File: config.mk
export PLATFORM = sky130hd
export DESIGN_NAME = cv32e40p_mult_tmr_ctrl
export DESIGN_NICKNAME = d
export VERILOG_FILES = /design/src/rtl/cv32e40p_mult_tmr_ctrl.sv
export SDC_FILE = /design/constraint.sdc
export NUM_CORES = 1
export LEC_CHECK = 0
export CAP_MARGIN = 20
export CORE_UTILIZATION = 39
export CTS_CLUSTER_SIZE = 20
export DETAILED_ROUTE_END_ITERATION = 10
export DONT_BUFFER_PORTS = 1
export GPL_TIMING_DRIVEN = 0
export PLACE_DENSITY = 0.61
export SLEW_MARGIN = 5
export SYNTH_ARGS = -nofsm -noshare
export SYNTH_HDL_FRONTEND = slang
export SYNTH_SLANG_ARGS = --single-unit
File: constraint.sdc
create_clock -name clk -period 2.15 [get_ports clk]
set_clock_uncertainty 0.2 [all_clocks]
set_input_delay 0 -clock clk [delete_from_list [all_inputs] [get_ports clk]]
set_output_delay 0 -clock clk [all_outputs]
set_load 0.05 [all_outputs]
File: src/rtl/cv32e40p_mult_tmr_ctrl.sv
// Purpose:  fault manager for the triplicated multiplier: per-replica leaky-bucket error
//           counters, faulty-replica masking, retry on no-majority, sticky fatal flag.
// Latency:  all status outputs are registered, 1 cycle after the compare event (retry_o 2).
// Backpressure: none; a compare is taken only when enable_i & ready_voted_i & ex_ready_i.
//
// Ports:
//   clk, rst_n         clock, asynchronous active-low reset
//   enable_i           multiplier enable seen by the replicas
//   ex_ready_i         EX stage ready seen by the replicas
//   ready_voted_i      voted ready of the triplicated multiplier
//   result_tmr_i       replica results, [32*i +: 32] = replica i
//   ready_tmr_i        per-replica ready
//   multicycle_tmr_i   per-replica multicycle
//   mulh_tmr_i         per-replica mulh_active
//   clear_i            synchronous clear of all fault state
//   replica_ok_o       healthy mask (1 = replica trusted by the voters)
//   err_cnt_o          per-replica error counters, [ERR_CNT_W*i +: ERR_CNT_W] = replica i
//   corr_pulse_o       one-cycle pulse: a single-replica mismatch was outvoted
//   retry_o            one-cycle request to flush and re-issue the multiply
//   fatal_o            sticky unrecoverable-fault flag
module cv32e40p_mult_tmr_ctrl #(
  parameter int ERR_CNT_W     = 4,
  parameter int ERR_THRESHOLD = 8,
  parameter int DECAY_PERIOD  = 1024,
  parameter int MAX_RETRY     = 2
) (
  input  logic                   clk,
  input  logic                   rst_n,
  input  logic                   enable_i,
  input  logic                   ex_ready_i,
  input  logic                   ready_voted_i,
  input  logic [95:0]            result_tmr_i,
  input  logic [2:0]             ready_tmr_i,
  input  logic [2:0]             multicycle_tmr_i,
  input  logic [2:0]             mulh_tmr_i,
  input  logic                   clear_i,
  output logic [2:0]             replica_ok_o,
  output logic [3*ERR_CNT_W-1:0] err_cnt_o,
  output logic                   corr_pulse_o,
  output logic                   retry_o,
  output logic                   fatal_o
);

  localparam int TMR_W = $clog2(DECAY_PERIOD);
  localparam int RC_W  = $clog2(MAX_RETRY + 1);

  localparam logic [ERR_CNT_W-1:0] CNT_MAX  = '1;
  localparam logic [ERR_CNT_W-1:0] CNT_THR  = ERR_CNT_W'(ERR_THRESHOLD);
  localparam logic [TMR_W-1:0]     TMR_LAST = TMR_W'(DECAY_PERIOD - 1);
  localparam logic [RC_W-1:0]      RC_MAX   = RC_W'(MAX_RETRY);

  typedef enum logic [1:0] {
    MON   = 2'd0,
    REQ   = 2'd1,
    WAIT  = 2'd2,
    FATAL = 2'd3
  } state_t;

  state_t                      state_q, state_nxt;
  logic [RC_W-1:0]             rcnt_q, rcnt_nxt;
  logic [TMR_W-1:0]            timer_q, timer_nxt;
  logic [2:0][ERR_CNT_W-1:0]   cnt_q, cnt_nxt;
  logic [2:0]                  ok_q, ok_nxt;
  logic                        corr_q, retry_q, fatal_q;

  logic [31:0] r0, r1, r2, maj_res;
  logic        maj_rdy, maj_mc, maj_mh;
  logic [2:0]  mism, inc, dec;
  logic        cmp, nomaj, tick, two_faulty;

  function automatic logic maj3(input logic [2:0] v);
    return (v[0] & v[1]) | (v[1] & v[2]) | (v[0] & v[2]);
  endfunction

  // Majority and mismatch detection are purely combinational on the replica outputs.
  assign r0      = result_tmr_i[31:0];
  assign r1      = result_tmr_i[63:32];
  assign r2      = result_tmr_i[95:64];
  assign maj_res = (r0 & r1) | (r1 & r2) | (r0 & r2);
  assign maj_rdy = maj3(ready_tmr_i);
  assign maj_mc  = maj3(multicycle_tmr_i);
  assign maj_mh  = maj3(mulh_tmr_i);

  always_comb begin
    mism = '0;
    for (int i = 0; i < 3; i++) begin
      mism[i] = (result_tmr_i[32*i +: 32] != maj_res) |
                (ready_tmr_i[i]      != maj_rdy) |
                (multicycle_tmr_i[i] != maj_mc)  |
                (mulh_tmr_i[i]       != maj_mh);
    end
  end

  assign cmp        = enable_i & ready_voted_i & ex_ready_i;
  assign nomaj      = (r0 != r1) & (r1 != r2) & (r0 != r2);
  assign tick       = (timer_q == TMR_LAST);
  assign two_faulty = maj3(~ok_q);

  // Counter update: an increment on a replica beats a same-cycle decay tick for that
  // replica only. Faulty replicas are frozen (both directions).
  always_comb begin
    cnt_nxt = cnt_q;
    ok_nxt  = ok_q;
    inc     = '0;
    dec     = '0;
    for (int i = 0; i < 3; i++) begin
      inc[i] = cmp & mism[i] & ok_q[i] & ~nomaj;
      dec[i] = tick & ok_q[i] & ~inc[i] & (cnt_q[i] != '0);
      if (inc[i]) begin
        if (cnt_q[i] != CNT_MAX) cnt_nxt[i] = cnt_q[i] + ERR_CNT_W'(1);
      end else if (dec[i]) begin
        cnt_nxt[i] = cnt_q[i] - ERR_CNT_W'(1);
      end
      ok_nxt[i] = ok_q[i] & (cnt_nxt[i] < CNT_THR);
    end
    timer_nxt = ((|inc) | tick) ? '0 : timer_q + TMR_W'(1);
  end

  always_comb begin
    state_nxt = state_q;
    rcnt_nxt  = rcnt_q;
    unique case (state_q)
      MON: begin
        if (cmp && nomaj) begin
          state_nxt = REQ;
          rcnt_nxt  = RC_W'(1);
        end else if (two_faulty) begin
          state_nxt = FATAL;
        end
      end
      REQ: state_nxt = WAIT;
      WAIT: begin
        if (cmp) begin
          if (!nomaj) begin
            state_nxt = MON;
            rcnt_nxt  = '0;
          end else if (rcnt_q == RC_MAX) begin
            state_nxt = FATAL;
          end else begin
            state_nxt = REQ;
            rcnt_nxt  = rcnt_q + RC_W'(1);
          end
        end
      end
      FATAL: state_nxt = FATAL;
      default: state_nxt = MON;
    endcase
  end

  always_ff @(posedge clk or negedge rst_n) begin
    if (!rst_n) begin
      state_q <= MON;
      rcnt_q  <= '0;
    end else if (clear_i) begin
      state_q <= MON;
      rcnt_q  <= '0;
    end else begin
      state_q <= state_nxt;
      rcnt_q  <= rcnt_nxt;
    end
  end

  // retry_o is driven from the REQ state itself, so the request lands two cycles after
  // the failing compare; fatal_o tracks the next state so it lands after one.
  always_ff @(posedge clk or negedge rst_n) begin
    if (!rst_n) begin
      cnt_q   <= '0;
      ok_q    <= 3'b111;
      timer_q <= '0;
      corr_q  <= 1'b0;
      retry_q <= 1'b0;
      fatal_q <= 1'b0;
    end else if (clear_i) begin
      cnt_q   <= '0;
      ok_q    <= 3'b111;
      timer_q <= '0;
      corr_q  <= 1'b0;
      retry_q <= 1'b0;
      fatal_q <= 1'b0;
    end else begin
      cnt_q   <= cnt_nxt;
      ok_q    <= ok_nxt;
      timer_q <= timer_nxt;
      corr_q  <= cmp & (|mism) & ~nomaj;
      retry_q <= (state_q == REQ);
      fatal_q <= (state_nxt == FATAL);
    end
  end

  assign replica_ok_o = ok_q;
  assign err_cnt_o    = cnt_q;
  assign corr_pulse_o = corr_q;
  assign retry_o      = retry_q;
  assign fatal_o      = fatal_q;

endmodule

# Word level (Yosys, flattened, before mapping)
# Cells that the tools add are included.
[word_totals]
word_cells = 153
register_bits = 32
[classes]
n_eq_ne = 27
bitwise_logic = 67
n_mux = 29
add_sub_neg = 8
n_reduce_logical = 9
n_lt_le_gt_ge = 3
[ops]
columns = ["op", "count"]
rows = [
  ["inequality test 32 bit", 6],
  ["bitwise AND 32 bit", 3],
  ["OR 32 bit", 2],
  ["bitwise AND 1 bit", 39],
  ["two-way mux 4 bit", 9],
  ["two-way mux 2 bit", 11],
  ["two-way mux 10 bit", 2],
  ["OR 1 bit", 18],
  ["inequality test 4 bit, second input constant", 4],
  ["adder 4 x 1 -> 4 bit, second input constant", 3],
  ["< comparator 4 bit, second input constant", 3],
  ["two-way mux 12 bit", 1],
  ["nonzero test 4 bit", 3],
  ["subtractor 4 x 1 -> 4 bit, second input constant", 3],
  ["adder 10 x 1 -> 10 bit, second input constant", 1],
  ["equality test 10 bit, second input constant", 1],
  ["inequality test 1 bit", 9],
  ["equality test 2 bit, second input constant", 4],
  ["case mux 2 bit (4 select lines)", 1],
  ["inequality test 3 bit, second input constant", 2],
  ["OR reduction 3 bit", 2],
  ["NOT 1 bit", 4],
  ["case mux 2 bit (2 select lines)", 1],
  ["AND reduction 4 bit", 1],
  ["other kinds (8)", 10],
]

# Depth between registers and ports, before layout
# Gate-level depths: netlist (run 1).
[depth]
ltp_word = 18
ltp_mapped = 9

# Worst setup path before layout (run 1)
# No wires, ideal clock.
[synth_timing]
path_kind = "input -> register"
start = "input port result_tmr_i[4]"
end = "register cnt_q, in the netlist err_cnt_o[0]"
setup_ns = 0.128
stages = 9
path_buffers = 1
slack_ns = -0.196
arrival_time_ns = 2.019
t_required_ns = 1.822
path_cell_list = "ha_1 -> nor3_1 -> xor2_1 -> nand2_1 -> or4_4 -> o21ai_1 -> buf_4 -> mux2i_1 -> mux2_1"
[synth_via]
elab_chain_len = 16
[synth_lines]
columns = ["element", "line_no", "rtl"]
rows = [
  ["start: declaration", "32", "input logic [95:0] result_tmr_i,"],
  ["bitwise AND 32 bit", "79", "assign maj_res = (r0 & r1) | (r1 & r2) | (r0 & r2);"],
  ["OR 32 bit (2 in series)", "79", ""],
  ["inequality test 32 bit", "87", "mism[i] = (result_tmr_i[32*i +: 32] != maj_res) |"],
  ["OR 1 bit", "87", ""],
  ["OR 1 bit", "88", "(ready_tmr_i[i] != maj_rdy) |"],
  ["OR 1 bit", "89", "(multicycle_tmr_i[i] != maj_mc) |"],
  ["bitwise AND 1 bit (2 in series)", "107", "inc[i] = cmp & mism[i] & ok_q[i] & ~nomaj;"],
  ["bitwise AND 1 bit (*)", "107", ""],
  ["NOT 1 bit", "108", "dec[i] = tick & ok_q[i] & ~inc[i] & (cnt_q[i] != '0);"],
  ["bitwise AND 1 bit (2 in series)", "108", ""],
  ["two-way mux 4 bit", "111", "end else if (dec[i]) begin"],
  ["two-way mux 4 bit (*)", "109", "if (inc[i]) begin"],
  ["two-way mux 12 bit (*)", "173", "end else if (clear_i) begin"],
  ["end signal: assignment", "181", "cnt_q <= cnt_nxt;"],
  ["end: declaration", "62", "logic [2:0][ERR_CNT_W-1:0] cnt_q, cnt_nxt;"],
]
# Mark *: on every way between the ends. The rest lies on a longest branch, timed or not.
# A chain may end at the register's enable or synchronous reset.

# Worst setup path after layout (run 1)
[layout_timing]
start = "input port result_tmr_i[9]"
end = "register cnt_q, in the netlist err_cnt_o[10]"
# Same word-level chain as after synthesis.

==> flow_summary.json, run 1 <==
{
  "synthTopCellsByArea": "ha_1, dfrtp_1, nor4_1, o31a_1, o22ai_1",
  "synthCells": 623,
  "final_max_slew_viol_count": 0,
  "r2r_end": "replica_ok_o[2]",
  "core_area_mm2": 0.01330,
  "cts_tree": "built",
  "cts.sinks": 32,
  "finalNetCount": 874,
  "clk_pin_slew_ns": 0.06,
  "syn-cell-area_mm2": 0.005355,
  "max-vdd-ir-drop_mv": 0.2827,
  "cts_made_buffers": 5,
  "holdPathStages": 4,
  "synth.most_common_cell": "nor4_1",
  "fin_ws_ns": -0.07242,
  "violations": "hold timing, setup timing",
  "place_hpwl_mm": 15.10,
  "crit_arrival_ns": 2.20,
  "r2r_slack_ns": 0.05,
  "power_density_mw_per_mm2": 348.1,
  "tns_ns": -0.3050,
  "ff2ff_path_depth": 7,
  "drive_gt1_frac": 0.3682,
  "ys_warn_count": 0,
  "pin_count": 129,
  "slew_headroom": 0.5670,
  "p_leak_nw": 2.380,
  "die_y_um": 119.2,
  "tightest_slew_ns": 0.6495,
  "num_vias": 5777,
  "insertion_delay_ns": 0.28,
  "drt-total-wl_mm": 19.33,
  "ant_nets": 0,
  "synth_edf_count": 0,
  "clock_tree.root_cell": "clkbuf_16",
  "wire_per_inst_um": 23.12,
  "synth_top_area_share": 0.2430,
  "grt_pass1_vias": 5547,
  "final_core_util": 0.5521,
  "finalHoldViolations": 1,
  "dieWidth_um": 119.2,
  "synthTopCellsByCount": "nor4_1, ha_1, o31a_1",
  "antenna_found_initial": 0,
  "num_rows": 42,
  "synth_flop_cell": "dfrtp_1",
  "critPathMaxFanout": 6,
  "outcome": "finished with violations",
  "start_kind": "primary input",
  "setup_viol": 7,
  "seq_area_frac_synth": 0.1502,
  "critPathRequiredTime_ns": 2.13,
  "htreeDepth": 2,
  "grt_max_degree": 30,
  "whs_ns": -0.005143,
  "area_growth_pct": 37.08,
  "path_class": "in -> reg",
  "fmax_mhz": 450.0,
  "reg2reg_from": "timer_q[1]",
  "yosysTopAreaCell": "ha_1",
  "viasPerCell": 6.910,
  "grt_usage": 0.2644,
  "rsz0062_at_grt": "true",
  "finalCritPeriodShare": 1.034,
  "period_minus_slack_ns": 2.222,
  "min_to": "rcnt_q[1]",
  "syn_nets": 838,
  "clockBufferDepth": 2,
  "avgSynthCellArea_um2": 8.596,
  "dr.pass1.iters": 5,
  "min-delay-path-class": "in -> reg",
  "synth-seq-cells": 32,
  "die_area_mm2": 0.01420,
  "diodes": 0,
  "cap_violations": 0,
  "io_buffers": 0,
  "grt_pass1_wl_mm": 29.15,
  "first_iter_violations": 451,
  "place_congestion": 0.9618,
  "synth_cell_types": 64,
  "fillers": 1146,
  "drc": 0,
  "grt_overflow": 0,
  "min-delay-start": "ex_ready_i",
  "start_util": 0.4028,
  "endpoint_kind": "flip-flop",
  "async_reset_ff_frac": 1.000
}
-- critical path, cell delays in order --
cell and delay (ns):
ha_1 0.26, nor4_2 0.34, o22ai_1 0.14, nor4_1 0.28
nand4_1 0.26, o21a_1 0.27, buf_4 0.14, o311a_1 0.32
o21a_1 0.18
-- metrics by stage --
stage | cell area [µm²] | cells | total power [mW] | setup WS [ns]
after global routing | 7341 | 836 | 2.687 | -0.1653
final | 7341 | 836 | 2.555 | -0.07242
after CTS | 6882 | 831 | 2.455 | -0.007648
after global placement | 5949 | 799 | 1.460 | -0.8642
after floorplan | 5729 | 623 | 1.255 | -0.06659
after detailed placement | 5949 | 799 | 1.478 | -0.8510
-- metal layers --
metal,up-vias,wire [µm],track usage
met5,-,0,0
met4,0,417,0.07041
met3,36,2052,0.1025
met2,233,8856,0.4230
met1,2791,8001,0.3289
li1,2717,-,-
-- cell families after synthesis --
kind of cell | count (synthesis) | share of synthesized area
AND/OR/NAND/NOR | 258 | 0.2750
AO/OA/AOI/OAI | 162 | 0.2381
adder cells (fa/ha/maj) | 105 | 0.2449
XOR/XNOR | 32 | 0.05234
flip-flops | 32 | 0.1502
buffers and inverters | 24 | 0.01776
multiplexers | 10 | 0.02173
-- cells in the final DEF, fill, tap and decap left out, types with 3 or more instances in the layout --
cell type and count:
a21oi_1 6, and3_1 7, and3_4 3, and3b_1 3
buf_4 18, buf_6 5, clkbuf_16 5, dfrtp_1 19
dfrtp_2 9, dfstp_2 3, dlygate4sd3_1 4, ha_1 34
ha_2 45, ha_4 25, inv_1 17, mux2i_1 6
nand2_1 19, nand3_1 9, nand4_1 15, nor2_1 33
nor2_2 3, nor3_1 17, nor3_2 9, nor3_4 3
nor3b_1 5, nor4_1 46, nor4_2 47, nor4_4 20
o2111ai_1 3, o21ai_0 5, o21ai_4 3, o22ai_1 30
o22ai_2 6, o31a_1 74, or4_1 3, xnor2_1 25
xor2_1 7
-- power breakdown --
part	switching [mW]	leakage [nW]	internal, mW
Sequential	0.0251	0.416	0.614
Clock	0.286	0.0798	0.544
Combinational	0.552	1.88	0.535
Total	0.862	2.38	1.69
-- cell type report --
class	instances	area [µm²]	share of cell area
Clock buffer	5	125.1	0.01704
Inverter	19	71.32	0.009715
Clock inverter	3	42.54	0.005795
Multi-Input combinational cell	568	5773	0.7864
Timing Repair Buffer	28	254.0	0.03460
Sequential cell	32	819.5	0.1116
Buffer	5	35.03	0.004772
Tap cell	176	220.2	0.03000
-- state kept, by name (all words and copies together) (netlist names) --
register / count
rcnt_q: 2
state_q: 2
corr_pulse_o: 1
retry_o: 1
timer_q: 10
replica_ok_o: 3
err_cnt_o: 12
fatal_o: 1
-- how the worst max path moves through the flow --
| stage | startpoint | endpoint | slack (ns) |
|---|---|---|---|
| 3_5_place_dp | result_tmr_i[3] | err_cnt_o[4] | -0.85 |
| 2_1_floorplan | result_tmr_i[1] | replica_ok_o[2] | -0.07 |
| 6_report | result_tmr_i[9] | err_cnt_o[10] | -0.07 |
| 4_1_cts | result_tmr_i[40] | err_cnt_o[8] | -0.008 |
| 3_3_place_gp | result_tmr_i[3] | err_cnt_o[4] | -0.86 |
| 5_1_grt | result_tmr_i[16] | err_cnt_o[0] | -0.17 |
-- timing repair --
item                                    in CTS  in global routing
buffers inserted                            17                  6
cloned                                       1                  1
endpoints found under the setup margin      29                 28
pin swaps                                   39                 51
hold endpoints to repair                    45                  0
gates resized for setup                     97                 78
hold buffers                                 6                  0
(Power assumes the default switching activity.)
==> inputs of run 2 (changes only) <==
==> constraint.sdc (replaced) <==
create_clock -name clk -period 2.15 [get_ports clk]
set_clock_uncertainty 0.2 [all_clocks]
set_input_delay 0.43 -clock clk [delete_from_list [all_inputs] [get_ports clk]]
set_output_delay 0.43 -clock clk [all_outputs]
set_load 0.05 [all_outputs]
==> flow_summary.json, run 2 (same netlist as run 1, synthesis figures left out) <==
{
  "insertion_delay_ns": 0.29,
  "min_to": "corr_pulse_o",
  "critPathMaxFanout": 6,
  "cap_violations": 0,
  "grt_usage": 0.2708,
  "largest_reg_flops": 12,
  "antenna_found_initial": 0,
  "clk_pin_slew_ns": 0.06,
  "outcome": "finished with violations",
  "fin_cells": 838,
  "cp.buffers_inverters": 2,
  "dieWidth_um": 119.2,
  "finalNetCount": 876,
  "die_area_mm2": 0.01420,
  "place_hpwl_mm": 15.12,
  "fin_ws_ns": -0.5093,
  "grt_pass1_vias": 5591,
  "clockBufferDepth": 2,
  "first_iter_violations": 452,
  "dr.pass1.iters": 5,
  "ant_nets": 0,
  "diodes": 0,
  "cp_slowest_cell": "mux2_4",
  "max-vdd-ir-drop_mv": 0.3587,
  "tightest_slew_ns": 0.7157,
  "place_congestion": 0.9529,
  "reg2reg_from": "err_cnt_o[0]",
  "p_int_mw": 1.743,
  "num_vias": 5785,
  "endpoint_kind": "flip-flop",
  "min-delay-start": "ready_voted_i",
  "period_minus_slack_ns": 2.659,
  "core_area_mm2": 0.01330,
  "finalCritPeriodShare": 1.237,
  "holdPathStages": 2,
  "grt_pass1_wl_mm": 29.88,
  "grt_max_degree": 33,
  "drc": 0,
  "htreeDepth": 2,
  "area_growth_pct": 44.07,
  "wire_per_inst_um": 23.81,
  "pin_count": 129,
  "detailedPlace.worstSlack_ns": -1.208,
  "start_util": 0.4028,
  "viasPerCell": 6.903,
  "slew_headroom": 0.5229,
  "rsz0062_at_grt": "true",
  "violations": "setup timing",
  "fillers": 1111,
  "switching_share": 0.3399,
  "layout_commonest_cell": "o31a_1",
  "path_class": "in -> reg",
  "grt_overflow": 0,
  "ff2ff_path_depth": 7,
  "switching_power_uw": 897.6,
  "combinationalPowerShare": 0.445,
  "r2r_end": "replica_ok_o[0]",
  "num_rows": 42,
  "setup_viol": 31,
  "clock_tree.root_cell": "clkbuf_16",
  "min-delay-path-class": "in -> reg",
  "layout_common_cells": "o31a_1, nor4_1, nor4_2",
  "cts.sinks": 32,
  "final_max_slew_viol_count": 0,
  "r2r_slack_ns": -0.29,
  "placed_cells": 799,
  "critPathRequiredTime_ns": 2.12,
  "pwr-share-clk": 0.313,
  "drive_gt1_frac": 0.3988,
  "power_density_mw_per_mm2": 342.3,
  "crit_family": "simple AND/OR/NAND/NOR gates",
  "start_kind": "primary input",
  "path_cells": "ha_1 -> nor4_2 -> o22ai_1 -> nor4_1 -> nand4_1 -> buf_4 -> o21ai_2 -> buf_6 -> mux2i_2 -> mux2_4",
  "die_y_um": 119.2,
  "whs_ns": 0.2181,
  "p_total_mw": 2.641,
  "cts_tree": "built",
  "seqPwrFrac": 0.242,
  "cpPeakStageDelay_ns": 0.33,
  "p_leak_nw": 2.525,
  "crit_arrival_ns": 2.63,
  "io_buffers": 0,
  "drt-total-wl_mm": 19.95,
  "finalHoldViolations": 0,
  "cts_made_buffers": 5,
  "final_core_util": 0.5803,
  "fmax_mhz": 376.0
}
==> run 2: changes by cell type in the layout (fill, tap and decap cells not counted), moves of 4 or more <==
cell | before | now
nor4_4 | 20 | 28
buf_6 | 5 | 15
nor4_2 | 47 | 42
o22ai_1 | 30 | 22
ha_4 | 25 | 34
dfrtp_2 | 9 | 2
buf_4 | 18 | 14
ha_1 | 34 | 29
dfrtp_1 | 19 | 27
o22ai_2 | 6 | 13
ha_2 | 45 | 41
nor2_1 | 33 | 29
==> run 2: stage by stage <==
step	setup TNS [ns]	cell area, µm²
floorplan	-7.862	5758
global placement	-28.72	5978
detailed placement	-29.62	5978
CTS	-7.762	7174
global route	-13.31	7715
finish	-10.90	7715
==> run 2: power by group through the flow <==
stage,registers [mW],clock network [mW],logic (mW)
3_5_place_dp,0.649,0,0.832
2_1_floorplan,0.645,0,0.613
3_3_place_gp,0.648,0,0.815
4_1_cts,0.638,0.826,1.07
5_1_grt,0.641,0.851,1.26
6_report,0.640,0.825,1.18
==> run 2: metal layers <==
layer | routed length, µm | part of all wire | GRT usage | vias up
li1 | - | - | - | 2735
met1 | 8143 | 0.41 | 0.3317 | 2772
met2 | 9104 | 0.46 | 0.4291 | 235
met3 | 2153 | 0.11 | 0.1121 | 43
met4 | 549 | 0.028 | 0.08386 | 0
met5 | 0 | 0 | 0 | -
==> run 2: worst max path at each step <==
stage,slack (ns),endpoint,cells after the start,from
6_report,-0.51,err_cnt_o[0],10,result_tmr_i[25]
5_1_grt,-0.63,err_cnt_o[0],10,result_tmr_i[25]
4_1_cts,-0.43,err_cnt_o[0],9,result_tmr_i[92]
3_5_place_dp,-1.21,replica_ok_o[2],8,result_tmr_i[60]
3_3_place_gp,-1.18,err_cnt_o[4],8,result_tmr_i[3]
2_1_floorplan,-0.50,replica_ok_o[2],8,result_tmr_i[1]
==> run 2: final cells by class <==
cell class | count | area [µm²] | area share
plain buffers | 4 | 22.52 | 0.002919
well taps | 176 | 220.2 | 0.02854
multi-input cells | 568 | 6118 | 0.7931
clock buffers | 5 | 125.1 | 0.01622
flip-flops and latches | 32 | 807.0 | 0.1046
repair buffers | 31 | 307.8 | 0.03990
clock inverters | 3 | 42.54 | 0.005514
inverters | 19 | 71.32 | 0.009244
==> run 2: timing repair <==
item,in CTS,in global routing
cloned,1,0
setup endpoints to repair,31,31
resized for setup,138,81
buffers inserted,15,14
hold buffers,2,0
pin swaps,75,34
endpoints found under the hold margin,32,0
